==> src/rtl/trng_byte_ctrl_pkg.sv <==
// rtl/trng_byte_ctrl_pkg.sv - shared constants, parameter defaults and state encoding for the TRNG byte controller
package trng_pkg;

    localparam int BYTE_W            = 8;

    localparam int DEBIAS_DEF        = 1;
    localparam int REP_LIMIT_DEF     = 16;
    localparam int DISCARD_BYTES_DEF = 2;

    typedef logic [2:0] trng_state_t;

    localparam trng_state_t ST_IDLE    = 3'd0;
    localparam trng_state_t ST_WARMUP  = 3'd1;
    localparam trng_state_t ST_COLLECT = 3'd2;
    localparam trng_state_t ST_HOLD    = 3'd3;
    localparam trng_state_t ST_FAIL    = 3'd4;

endpackage

==> src/rtl/trng_byte_ctrl_if.sv <==
// rtl/trng_byte_ctrl_if.sv - raw bit input, byte output handshake and status bundle
interface trng_byte_ctrl_if;
    import trng_pkg::*;

    logic              enable;
    logic              raw_bit;
    logic              raw_valid;
    logic [BYTE_W-1:0] byte_out;
    logic              byte_valid;
    logic              byte_ready;
    logic              health_fail;
    logic              busy;

    modport master (
        output enable, raw_bit, raw_valid, byte_ready,
        input  byte_out, byte_valid, health_fail, busy
    );

    modport slave (
        input  enable, raw_bit, raw_valid, byte_ready,
        output byte_out, byte_valid, health_fail, busy
    );

endinterface

==> src/rtl/trng_vn_debias.sv <==
// rtl/trng_vn_debias.sv - von Neumann pair extractor: 01/10 pairs emit the first bit, 00/11 emit nothing
module trng_vn_debias (
    input  logic clk,
    input  logic clear,
    input  logic i_bit,
    input  logic i_valid,
    input  logic i_flush,
    output logic o_bit,
    output logic o_valid
);

    logic r_phase;
    logic r_first;

    // Track pair phase and hold the first bit of the pair until its partner arrives
    always_ff @(posedge clk or posedge clear) begin
        if (clear) begin
            r_phase <= 1'b0;
            r_first <= 1'b0;
        end else if (i_flush) begin
            r_phase <= 1'b0;
            r_first <= 1'b0;
        end else if (i_valid) begin
            r_phase <= ~r_phase;
            if (!r_phase) begin
                r_first <= i_bit;
            end
        end
    end

    assign o_bit   = r_first;
    assign o_valid = i_valid && r_phase && !i_flush && (i_bit != r_first);

endmodule

==> src/rtl/trng_byte_ctrl.sv <==
// rtl/trng_byte_ctrl.sv - TRNG byte assembler with warm-up discard, output hold and repetition-count health test
module trng_byte_ctrl
    import trng_pkg::*;
#(
    parameter int DEBIAS        = DEBIAS_DEF,
    parameter int REP_LIMIT     = REP_LIMIT_DEF,
    parameter int DISCARD_BYTES = DISCARD_BYTES_DEF
) (
    input logic              clk,
    input logic              clear,
    trng_byte_ctrl_if.slave  bus
);

    localparam logic [7:0] LP_REP_LIMIT = 8'(REP_LIMIT);
    localparam logic [3:0] LP_DISCARD   = 4'(DISCARD_BYTES);

    trng_state_t       r_state;
    logic [6:0]        r_shift;
    logic [2:0]        r_cnt;
    logic [3:0]        r_warm;
    logic [BYTE_W-1:0] r_byte_out;
    logic              r_byte_valid;
    logic              r_health_fail;
    logic [7:0]        r_run;
    logic              r_prev;

    logic              w_gather;
    logic              w_track;
    logic              w_flush;
    logic              w_vn_bit;
    logic              w_vn_valid;
    logic              w_acc_bit;
    logic              w_acc_valid;
    logic [BYTE_W-1:0] w_byte;
    logic              w_byte_done;
    logic [3:0]        w_warm_next;
    logic [7:0]        w_run_next;
    logic              w_fail_hit;

    // Bits are only gathered into bytes while warming up or collecting with the run request held
    assign w_gather = ((r_state == ST_WARMUP) || (r_state == ST_COLLECT)) && bus.enable;
    // Health tracking also watches the source while a byte is parked in HOLD
    assign w_track  = ((r_state == ST_WARMUP) || (r_state == ST_COLLECT) || (r_state == ST_HOLD))
                      && bus.raw_valid;
    // Pair phase is dropped whenever the controller is idle or about to be forced idle
    assign w_flush  = (r_state == ST_IDLE) || !bus.enable;

    trng_vn_debias u_vn_debias (
        .clk     (clk),
        .clear   (clear),
        .i_bit   (bus.raw_bit),
        .i_valid (bus.raw_valid && w_gather),
        .i_flush (w_flush),
        .o_bit   (w_vn_bit),
        .o_valid (w_vn_valid)
    );

    assign w_acc_bit   = (DEBIAS != 0) ? w_vn_bit   : bus.raw_bit;
    assign w_acc_valid = (DEBIAS != 0) ? w_vn_valid : (bus.raw_valid && w_gather);

    // First accepted bit ends up in the MSB once eight bits have been shifted in
    assign w_byte      = {r_shift, w_acc_bit};
    assign w_byte_done = w_acc_valid && (r_cnt == 3'd7);
    assign w_warm_next = r_warm + 4'd1;

    // Run length of identical raw bits, saturating so long runs cannot wrap below the limit
    always_comb begin
        w_run_next = 8'd1;
        if ((r_run != 8'd0) && (bus.raw_bit == r_prev)) begin
            w_run_next = (r_run == 8'hFF) ? r_run : (r_run + 8'd1);
        end
    end

    assign w_fail_hit = w_track && (w_run_next == LP_REP_LIMIT);

    // Repetition-count state, updated on every observed raw bit outside IDLE and FAIL
    always_ff @(posedge clk or posedge clear) begin
        if (clear) begin
            r_run  <= 8'd0;
            r_prev <= 1'b0;
        end else if (w_track) begin
            r_run  <= w_run_next;
            r_prev <= bus.raw_bit;
        end
    end

    // Main FSM: health failure outranks the run request, which outranks byte assembly and transfer
    always_ff @(posedge clk or posedge clear) begin
        if (clear) begin
            r_state       <= ST_IDLE;
            r_shift       <= 7'd0;
            r_cnt         <= 3'd0;
            r_warm        <= 4'd0;
            r_byte_out    <= '0;
            r_byte_valid  <= 1'b0;
            r_health_fail <= 1'b0;
        end else if (r_state == ST_FAIL) begin
            r_state <= ST_FAIL;
        end else if (w_fail_hit) begin
            r_state       <= ST_FAIL;
            r_health_fail <= 1'b1;
            r_byte_valid  <= 1'b0;
            r_byte_out    <= '0;
            r_shift       <= 7'd0;
            r_cnt         <= 3'd0;
        end else if (!bus.enable) begin
            r_state      <= ST_IDLE;
            r_shift      <= 7'd0;
            r_cnt        <= 3'd0;
            r_warm       <= 4'd0;
            r_byte_valid <= 1'b0;
            r_byte_out   <= '0;
        end else begin
            case (r_state)
                ST_IDLE: begin
                    r_state <= (LP_DISCARD == 4'd0) ? ST_COLLECT : ST_WARMUP;
                end
                ST_WARMUP: begin
                    if (w_acc_valid) begin
                        r_shift <= w_byte[6:0];
                        r_cnt   <= r_cnt + 3'd1;
                    end
                    if (w_byte_done) begin
                        r_warm <= w_warm_next;
                        if (w_warm_next == LP_DISCARD) begin
                            r_state <= ST_COLLECT;
                        end
                    end
                end
                ST_COLLECT: begin
                    if (w_acc_valid) begin
                        r_shift <= w_byte[6:0];
                        r_cnt   <= r_cnt + 3'd1;
                    end
                    if (w_byte_done) begin
                        r_byte_out   <= w_byte;
                        r_byte_valid <= 1'b1;
                        r_state      <= ST_HOLD;
                    end
                end
                ST_HOLD: begin
                    if (bus.byte_ready) begin
                        r_byte_valid <= 1'b0;
                        r_state      <= ST_COLLECT;
                    end
                end
                default: begin
                    r_state <= ST_IDLE;
                end
            endcase
        end
    end

    assign bus.byte_out    = r_byte_out;
    assign bus.byte_valid  = r_byte_valid;
    assign bus.health_fail = r_health_fail;
    assign bus.busy        = (r_state != ST_IDLE);

endmodule
==> src/flat_wrapper.sv <==
// flat-port wrapper written by rule: the top's interface ports become plain ports
module trng_byte_ctrl_flat import trng_pkg::*;
#(
    parameter int DEBIAS        = DEBIAS_DEF,
    parameter int REP_LIMIT     = REP_LIMIT_DEF,
    parameter int DISCARD_BYTES = DISCARD_BYTES_DEF
)
  (clk, clear, bus_enable, bus_raw_bit, bus_raw_valid, bus_byte_ready, bus_byte_out, bus_byte_valid, bus_health_fail, bus_busy);
  trng_byte_ctrl_if bus_i ();
  input logic clk;
  input logic clear;
  input wire logic [$bits(bus_i.enable)-1:0] bus_enable;
  input wire logic [$bits(bus_i.raw_bit)-1:0] bus_raw_bit;
  input wire logic [$bits(bus_i.raw_valid)-1:0] bus_raw_valid;
  input wire logic [$bits(bus_i.byte_ready)-1:0] bus_byte_ready;
  output wire logic [$bits(bus_i.byte_out)-1:0] bus_byte_out;
  output wire logic [$bits(bus_i.byte_valid)-1:0] bus_byte_valid;
  output wire logic [$bits(bus_i.health_fail)-1:0] bus_health_fail;
  output wire logic [$bits(bus_i.busy)-1:0] bus_busy;
  assign bus_i.enable = bus_enable;
  assign bus_i.raw_bit = bus_raw_bit;
  assign bus_i.raw_valid = bus_raw_valid;
  assign bus_i.byte_ready = bus_byte_ready;
  assign bus_byte_out = bus_i.byte_out;
  assign bus_byte_valid = bus_i.byte_valid;
  assign bus_health_fail = bus_i.health_fail;
  assign bus_busy = bus_i.busy;
  trng_byte_ctrl #(.DEBIAS(DEBIAS), .REP_LIMIT(REP_LIMIT), .DISCARD_BYTES(DISCARD_BYTES)) u_core (.clk(clk), .clear(clear), .bus(bus_i));
endmodule
==> config.mk <==
export PLATFORM = sky130hd
export DESIGN_NAME = trng_byte_ctrl_flat
export DESIGN_NICKNAME = d
export VERILOG_FILES = /design/src/rtl/trng_byte_ctrl_pkg.sv /design/src/rtl/trng_byte_ctrl_if.sv /design/src/rtl/trng_vn_debias.sv /design/src/rtl/trng_byte_ctrl.sv /design/src/flat_wrapper.sv
export SDC_FILE = /design/constraint.sdc
export NUM_CORES = 1
export LEC_CHECK = 0
export CAP_MARGIN = 20
export CORE_UTILIZATION = 40
export DETAILED_ROUTE_END_ITERATION = 7
export HOLD_SLACK_MARGIN = 0.08
export PLACE_DENSITY = 0.59
export SKIP_CTS_REPAIR_TIMING = 1
export SYNTH_ARGS = -nofsm -noshare
export SYNTH_HDL_FRONTEND = slang
export SYNTH_SLANG_ARGS = --single-unit
==> constraint.sdc <==
create_clock -name clk -period 2.67 [get_ports clk]
set_input_delay 0.267 -clock clk [delete_from_list [all_inputs] [get_ports clk]]
set_output_delay 0.267 -clock clk [all_outputs]
set_load 0.02 [all_outputs]
==> qor.yml <==
status: "completed"
routed_via_density: 5.41
cp_slowest_cell: "or4_4"
path_max_fanout: 8
final_area_sq_um: 2530
p_per_area_nw_per_um2: 605
ys_warn_count: 0
antenna_found_initial: 0
synth_edf_count: 0
worstPathCellList: "or4_4, o41a_4, nand2_2, and4b_4, a21oi_1, mux2_1"
die-area_sq_um: 5700
final_cells: 324
grt_pass1_wl_um: 7510
clock-sinks: 38
cp-start-kind: "flip-flop"
synth-seq-area-share_pct: 44.0
synth_area_leader_cell: "dfrtp_1"
wl_um: 4630
finClkSkew_ns: 0.00539
fillerInstances: 490
cts_root_buf: "clkbuf_8"
ir_drop_uv: 354
synth.distinct_cells: 51
die_y_um: 75.5
diodes: 0
grt_pass1_vias: 1597
seq_area_sq_um: 951
hold_viol_final: 0
routed-via-count: 1754
max_freq_mhz: 402
cts_buffers: 5
placed_area_sq_um: 2420
grt_setup_unrepaired: "no"
synthTopCellsByArea: "dfrtp_1 (44%), a21oi_1 (5.6%), nand2_1 (4.9%)"
dp_hpwl_um: 3310
synth_top_area_share_pct: 44.0
finalPower_mw: 1.53
slowest_delay_ns: 0.58
multi_input_area_sq_um: 1110
worst_skew_pair.late_latency_ns: 0.29
htree_levels: 2
power_leakage_nw: 1.10
io_buffers: 16
synth_fp_nets: 244
wl_per_cell_um: 14.3
routabilityCongestion: 0.874
worstMarginPinSlew_ns: 0.877
ys_ff_latch: 38
drive_above_1_share_pct: 13.4
async_flop_share_pct: 100
area_delta_synth_final_pct: 17.2
ctsLongestPathBuffers: 2
finalSetupViolCount: 0
io_pins: 17
track_usage_pct: 17.7
cp.required_ns: 2.84
syn_area_sq_um: 2160
tns_ns: 0
core_area_sq_um: 5170
cpLargestDelayFamily: "simple AND/OR/NAND/NOR gates"
critical_path_class: "reg2reg"
clk_pin_slew_ns: 0.08
rows: 26
syn_inst: 232
cp-end-kind: "flip-flop"
drt-initial-drc-count: 97
period_minus_slack_ns: 2.49
timing.final.ws_setup_ns: 0.181
drv_slew: 0
dr.pass1.iters: 4
hp-class: "in2async"
postSynthAreaPerCell_sq_um: 9.32
ant_nets: 0
drc: 0
start_util_pct: 41.8
die_w_um: 75.5
worst_ep_arrival_time_ns: 2.66
cts_tree: "done"
place_inst: 316
synth_flop_cell: "dfrtp_1"
worst-path-buf-inv: 0
grt_max_degree: 39
cap_violations: 0
fin_nets: 265
pre_cts_ws_ns: 0.190
grt.overflow.total: 0
period_share_pct: 93.2
maxSlewHeadroom_pct: 41.0
## cell usage after synthesis (2+ instances only)
| cell | n |
|---|---|
| clkbuf_1 | 10 |
| nor4_1 | 2 |
| a31oi_1 | 3 |
| nand3_1 | 10 |
| nand4_1 | 10 |
| nor2_1 | 18 |
| a21oi_4 | 2 |
| xor2_1 | 3 |
| dfrtp_1 | 38 |
| nand2_1 | 28 |
| a21boi_0 | 2 |
| buf_6 | 3 |
| o32a_1 | 2 |
| a21oi_1 | 24 |
| and2_1 | 2 |
| o21ai_0 | 13 |
| ha_1 | 6 |
| inv_1 | 9 |
| a22o_1 | 9 |
| nand2b_1 | 3 |
| nor3b_1 | 2 |
| mux2i_1 | 3 |
| nor3_2 | 2 |
## path summary, 6_finish.rpt
| check | start | end | slack, ns | depth (start not counted) |
|---|---|---|---|---|
| worst max register to register | u_core.r_run[3] | u_core.r_warm[0] | 0.18 | 6 |
| worst min-delay path | clear | u_core.r_run[7] | 0.39 | 3 |
| worst min register to register | u_core.bus.health_fail | u_core.bus.health_fail | 0.47 | 1 |
| worst max-delay path | u_core.r_run[3] | u_core.r_warm[0] | 0.18 | 6 |
| max in group asynchronous | clear | u_core.bus.health_fail | 1.93 | 3 |
| min in group clk | u_core.bus.health_fail | u_core.bus.health_fail | 0.47 | 1 |
## kinds of logic after synthesis
group                      count (synthesis)  share of synthesized area, %
and+or+nand+nor                           91                          22.2
AOI/OAI and AO/OA                         66                          21.5
DFF                                       38                          44.0
buffers and inverters                     22                          4.86
adders and majority gates                  6                          3.47
muxes                                      5                          2.43
xor gates and xnor gates                   4                          1.62
## worst min-delay path, stage by stage
cell and delay, ns:
clkdlybuf4s50_1 0.39, inv_1 0.05, buf_4 0.42
## metrics by stage
step,utilization (%),hold WS [ns]
after global routing,49.0,0.458
after detailed placement,46.8,0.453
after floorplan,-,0.372
after CTS,49.0,0.408
after global placement,46.8,0.451
final,49.0,0.391
## layer usage
metal	up-vias	track usage, %	part of all wire [%]	wire length (um)
met5	-	0	0	0
met4	0	6.38	0.82	38
met3	4	4.63	3.4	157
met2	32	26.3	44	2060
met1	842	25.0	51	2380
li1	876	-	-	-
## report_power, final
| part | switching (mW) | leakage, nW | internal, mW | total, mW |
|---|---|---|---|---|
| Combinational | 0.234 | 0.534 | 0.153 | 0.388 |
| Clock | 0.219 | 0.0504 | 0.278 | 0.497 |
| Sequential | 0.0444 | 0.519 | 0.606 | 0.650 |
| Total | 0.497 | 1.10 | 1.04 | 1.53 |
## layout make-up
class	count	area share (%)
timing repair buffer	27	9.58
sequential	38	37.5
clock buffer	5	2.71
multi-input combinational	172	43.6
inverter	9	1.33
clock inverter	3	1.78
tap	70	3.46
## flip-flops by register name, summed over array words and instances, names as in the netlist
register                    count
u_core.bus.byte_out             8
u_core.bus.byte_valid           1
u_core.bus.health_fail          1
u_core.r_cnt                    3
u_core.r_prev                   1
u_core.r_run                    8
u_core.r_shift                  7
u_core.r_state                  3
u_core.r_warm                   4
u_core.u_vn_debias.o_bit        1
u_core.u_vn_debias.r_phase      1
## layout by cell type, fill, tap and decap left out, types with 2 or more instances in the layout
cell and count:
nand2_1 28, xor2_1 3, a22o_1 9, clkinvlp_4 2, and2_1 2, a31oi_1 3, nor4_1 2, clkbuf_8 5
inv_1 9, o32a_1 2, nand3_1 10, a21boi_0 2, nor3_2 2, a21oi_1 24, dfrtp_1 38, nor2_1 18
ha_1 6, nand2b_1 3, buf_4 11, clkdlybuf4s50_1 16, mux2i_1 3, o21ai_0 13, nor3b_1 2, a21oi_4 2
nand4_1 10
Note: power is estimated with default switching activity, not from simulation.
